--- src/rtl/mem_port_arbiter.sv ---
// Two-requester (fetch / data) arbiter in front of a single-port synchronous-read RAM.
// Define MEM_ARB_RR_EN for round-robin contention; default is fixed data-port priority.
module mem_port_arbiter #(
   parameter int unsigned ADDR_W = 8
) (
   input  logic              clk,
   input  logic              rstn,
   input  logic              if_req,
   input  logic [31:0]       if_addr,
   output logic              if_gnt,
   output logic              if_rvalid,
   output logic [31:0]       if_rdata,
   input  logic              dm_req,
   input  logic              dm_we,
   input  logic [31:0]       dm_addr,
   input  logic [31:0]       dm_wdata,
   output logic              dm_gnt,
   output logic              dm_rvalid,
   output logic [31:0]       dm_rdata,
   output logic              ram_en,
   output logic              ram_we,
   output logic [ADDR_W-1:0] ram_addr,
   output logic [31:0]       ram_wdata,
   input  logic [31:0]       ram_rdata,
   output logic [15:0]       stall_cnt
);

   typedef enum logic [1:0] {StIdle, StRdI, StRdD, StWr} state_e;

   state_e      state_q, state_d;
   logic [15:0] stall_q, stall_d;

`ifdef MEM_ARB_RR_EN
   logic last_if_q, last_if_d;
`endif

   // Grants are gated by reset so nothing reaches the RAM while rstn is low
   always_comb begin
      if_gnt = 1'b0;
      dm_gnt = 1'b0;
      if (rstn) begin
         if (if_req && dm_req) begin
`ifdef MEM_ARB_RR_EN
            dm_gnt = last_if_q;
            if_gnt = !last_if_q;
`else
            dm_gnt = 1'b1;
`endif
         end else begin
            if_gnt = if_req;
            dm_gnt = dm_req;
         end
      end
   end

   assign ram_en    = if_gnt | dm_gnt;
   assign ram_we    = dm_we & dm_gnt;
   assign ram_wdata = dm_wdata;
   assign ram_addr  = dm_gnt ? dm_addr[ADDR_W+1:2] : if_addr[ADDR_W+1:2];

   logic unused_addr_bits;
   assign unused_addr_bits = ^{if_addr[31:ADDR_W+2], if_addr[1:0],
                               dm_addr[31:ADDR_W+2], dm_addr[1:0]};

   always_ff @(posedge clk or negedge rstn) begin
      if (!rstn) begin
         state_q <= StIdle;
         stall_q <= 16'h0000;
      end else begin
         state_q <= state_d;
         stall_q <= stall_d;
      end
   end

`ifdef MEM_ARB_RR_EN
   // Reset value "IF last" hands the first contention to the data port
   always_ff @(posedge clk or negedge rstn) begin
      if (!rstn) begin
         last_if_q <= 1'b1;
      end else begin
         last_if_q <= last_if_d;
      end
   end

   always_comb begin
      last_if_d = last_if_q;
      if (if_req && dm_req) begin
         last_if_d = if_gnt;
      end
   end
`endif

   always_comb begin
      state_d = StIdle;
      if (if_gnt) begin
         state_d = StRdI;
      end else if (dm_gnt) begin
         state_d = dm_we ? StWr : StRdD;
      end
   end

   always_comb begin
      stall_d = stall_q;
      if (((if_req && !if_gnt) || (dm_req && !dm_gnt)) && (stall_q != 16'hFFFF)) begin
         stall_d = stall_q + 16'd1;
      end
   end

   always_comb begin
      if_rvalid = (state_q == StRdI);
      dm_rvalid = (state_q == StRdD);
      if_rdata  = if_rvalid ? ram_rdata : 32'h0;
      dm_rdata  = dm_rvalid ? ram_rdata : 32'h0;
      stall_cnt = stall_q;
   end

endmodule

--- config.mk ---
export PLATFORM = sky130hd
export DESIGN_NAME = mem_port_arbiter
export DESIGN_NICKNAME = d
export VERILOG_FILES = /design/src/rtl/mem_port_arbiter.sv
export SDC_FILE = /design/constraint.sdc
export NUM_CORES = 1
export LEC_CHECK = 0
export CORE_AREA = 2 2 100 102
export DETAILED_ROUTE_END_ITERATION = 7
export DIE_AREA = 0 0 102 104
export HOLD_SLACK_MARGIN = 0.1
export PLACE_DENSITY = 0.66
export SLEW_MARGIN = 20
export SYNTH_ARGS = -nofsm -noshare
export SYNTH_HDL_FRONTEND = slang
export SYNTH_SLANG_ARGS = --single-unit
export TNS_END_PERCENT = 30
--- constraint.sdc ---
create_clock -name clk -period 1.9 [get_ports clk]
set_input_delay 0.38 -clock clk [delete_from_list [all_inputs] [get_ports clk]]
set_output_delay 0.38 -clock clk [all_outputs]
set_load 0.02 [all_outputs]
==> summary.md, run 1 <==
* **via count of the first global-routing pass** 1780
* **CORE AREA** 0.00955 mm^2
* **largest cells by area after synthesis** sky130_fd_sc_hd__dfrtp_1, sky130_fd_sc_hd__and2_1, sky130_fd_sc_hd__buf_4, sky130_fd_sc_hd__xnor2_1, sky130_fd_sc_hd__mux2_2
* **Overflow after GRT** 0
* **share of the core filled with cells in the final layout** 0.330
* **data required time of the worst path** 1.52 ns
* **iteration-0 DRC count of the detailed router** 16
* **synthesized netlist cell count** 199
* **horizontal die dimension** 102 um
* **quantity of I/O buffers inserted on ports** 146
* **die height** 104 um
* **Worst setup startpoint** state_q[0]
* **antenna violations before repair** 0
* **GRT Overall Usage** 0.108
* **final antenna-violating net count** 0
* **number of synthesis warnings** 0
* **Critical-path top delay cell** sky130_fd_sc_hd__dfrtp_1
* **mean post-synth cell area** 8.54 um^2
* **Setup crit end kind** output pin
* **clock-pin slew reported for the worst setup and hold paths after clock tree synthesis** 0.07 ns
* **Vias/cell** 3.98
* **Std-Cell Rows** 36
* **Finished Cell Area** 0.00315 mm^2
* **share of the yosys chip area belonging to registers** 0.265
* **clock root cell** sky130_fd_sc_hd__clkbuf_8
* **Critical Path Start Type** register
* **maximum number of pins on one net before global-route repair** 34
* **num ports** 259
* **worst stage delay on the critical path** 0.38 ns
* **worst path setup slack after routing** 0.0742 ns
* **transition time at the pin with the least slew margin** 0.288 ns
* **IR drop worst, VDD** 0.000831 V
* **placed instance area** 0.00318 mm^2
* **CTS Buf Count** 3
* **number of nets at the end of the flow** 458
* **Die Area** 0.0106 mm^2
* **setup repair after global routing missed its margin** no
* **HPWL reported at the end of detailed placement** 5220 um
* **hold-fix buffers at CTS** 0
* **Crit Path Max Fanout** 33
* **Pre-antenna DRT Iters** 4
* **total standard cell area after synthesis** 0.00170 mm^2
* **total of flip-flops plus latches after synthesis** 18
* **layout overhead on the synthesized area** 85.6%
* **pwr dens** 543 mW/mm^2
* **final total power** 1.71 mW
* **average wire length per cell after detail routing** 13.6 um
* **number of antenna diodes** 0
* **synthesized net count** 333
* **Fillers** 1028
* **setup slack after placement** -0.483 ns
* **Final Hold Vio Count** 0
* **Max Cap Violations** 0
* **routability cong.** 0.774
* **final routed wirelength across all metal layers** 6210 um
* **setup violation total in the final timing report** 0
* **Netlist cell types** 26
* **Max-slew headroom** 0.808
* **portion of the clock cycle consumed by the worst path in the final layout** 0.961
* **Hold/Removal Path Class** in -> async
* **via count** 1815
* **Sink Count** 18
* **standby leakage power** 1.47 nW
* **Data arrival, critical path** 1.45 ns
* **clock tree from TritonCTS** done
* **first-pass GRT wire length** 9250 um
* **path type of the worst setup path** reg -> out
* **clock insertion delay at the later pin of the skew report** 0.25 ns
* **r2r startpoint** stall_cnt[0]
* **share of cells above drive strength 1** 0.155
* **H-tree depth** 1
* **Fmax achieved** 548 MHz
* **clock period minus worst slack** 1.83 ns
* **effective utilization at floorplan** 0.178
* **number of buffers on the longest clock path** 2
* **area fraction of the dominant cell type after synthesis** 0.265
* **sequence of cells on the critical path** nor2b_2 > buf_12 > and2_1 > dlygate4sd2_1
* **final number of max-transition violations** 0
* **run status** complete, no violations
* **DRC viols** 0
* **Total Neg Setup Slack** 0 ns
* **setup clock skew after layout** 0.00528 ns
* **cell type contributing the most total cell area after synthesis** sky130_fd_sc_hd__dfrtp_1
-- routing by layer --
| metal | up-vias | wire length, um | global-route usage |
|---|---|---|---|
| li1 | 856 | - | - |
| met1 | 836 | 2300 | 0.119 |
| met2 | 119 | 2930 | 0.187 |
| met3 | 4 | 951 | 0.0565 |
| met4 | 0 | 26 | 0.0152 |
| met5 | - | 0 | 0.0154 |
-- stage by stage --
stage	hold slack, ns	cells
3_3_place_gp	0.500	451
3_5_place_dp	0.505	451
6_report	0.304	456
5_1_grt	0.344	456
2_1_floorplan	0.0844	199
4_1_cts	0.304	455
-- state kept, by name, summed over array words and instances (netlist names) --
register / cells
stall_cnt: 16
state_q: 2
-- cell families after synthesis --
family,share of synthesized area
flops,0.265
mux,0.0744
buf+inv,0.175
simple gates,0.404
fa+ha+maj,0.0140
xor+xnor,0.0670
-- final timing paths --
path	depth (start not counted)	slack, ns	endpoint
min in group clk	1	0.52	stall_cnt[14]
min	2	0.30	stall_cnt[5]
max reg2reg	5	0.19	stall_cnt[1]
max	4	0.07	dm_rdata[3]
max in group asynchronous	2	1.40	stall_cnt[7]
min reg2reg	1	0.52	stall_cnt[14]
-- area by class of cell --
class	instances	area, um^2	area share
Inverter	5	18.8	0.00595
Sequential cell	18	450	0.143
Timing Repair Buffer	160	1500	0.477
Clock buffer	4	55.1	0.0175
Multi-Input combinational cell	136	958	0.304
Tap cell	133	166	0.0528
-- Yosys cell counts (all sizes together) --
cell type  instances
and4               4
inv                5
mux2              10
dfrtp             18
nor2               6
xnor2             13
mux2i              1
ha                 1
nand3              8
or2                1
maj3               1
nand2              7
and2              68
nor2b              2
and3               4
nand4              9
nor3               1
clkbuf             6
buf               34
-- placed cells by master (no fill, tap or decap) --
master                            synthesis  layout
sky130_fd_sc_hd__and2_1                  68      68
sky130_fd_sc_hd__clkdlybuf4s50_1          0      66
sky130_fd_sc_hd__clkdlybuf4s15_1          0      42
sky130_fd_sc_hd__dlygate4sd2_1            0      25
sky130_fd_sc_hd__dfrtp_1                 18      18
sky130_fd_sc_hd__xnor2_1                 13      13
sky130_fd_sc_hd__buf_2                    1      10
sky130_fd_sc_hd__buf_4                   32      10
sky130_fd_sc_hd__mux2_2                   9       9
sky130_fd_sc_hd__nand4_1                  8       8
sky130_fd_sc_hd__nand3_1                  7       7
sky130_fd_sc_hd__nand2_1                  7       6
sky130_fd_sc_hd__nor2_1                   6       6
sky130_fd_sc_hd__and3_1                   4       4
sky130_fd_sc_hd__inv_1                    4       4
sky130_fd_sc_hd__clkbuf_8                 0       4
sky130_fd_sc_hd__and4_1                   3       3
sky130_fd_sc_hd__clkbuf_2                 0       3
sky130_fd_sc_hd__nor2b_2                  0       2
sky130_fd_sc_hd__buf_12                   0       2
sky130_fd_sc_hd__or2_2                    1       1
sky130_fd_sc_hd__nand2_2                  0       1
sky130_fd_sc_hd__inv_2                    1       1
sky130_fd_sc_hd__maj3_2                   1       1
sky130_fd_sc_hd__and4_2                   1       1
sky130_fd_sc_hd__nand4_4                  1       1
sky130_fd_sc_hd__nand3_2                  1       1
sky130_fd_sc_hd__nor3_4                   1       1
sky130_fd_sc_hd__mux2i_1                  1       1
sky130_fd_sc_hd__mux2_4                   1       1
sky130_fd_sc_hd__ha_1                     1       1
sky130_fd_sc_hd__dlymetal6s2s_1           0       1
sky130_fd_sc_hd__buf_6                    1       1
-- worst max-delay path: cells and delay by family (launching register included) --
family | cells | cell delay (ns)
simple gates | 2 | 0.29
buf+inv | 2 | 0.51
flops | 1 | 0.38
-- power breakdown --
| part | internal [mW] | switching (mW) |
|---|---|---|
| logic | 0.438 | 0.395 |
| registers | 0.458 | 0.110 |
| clock network | 0.184 | 0.128 |
-- timing repair --
action / 4_1_cts / 5_1_grt
setup endpoints to repair: 78 / 55
cloned: 0 / 1
buffers inserted: 0 / 0
gates resized for setup: 106 / 51
Note: power is estimated with default switching activity, not from simulation.
==> inputs of run 2 (changes only) <==
HOLD_SLACK_MARGIN = unset   (was 0.1)
==> results of run 2 <==
Final layout, timing and power as in run 1 (identical DEF).
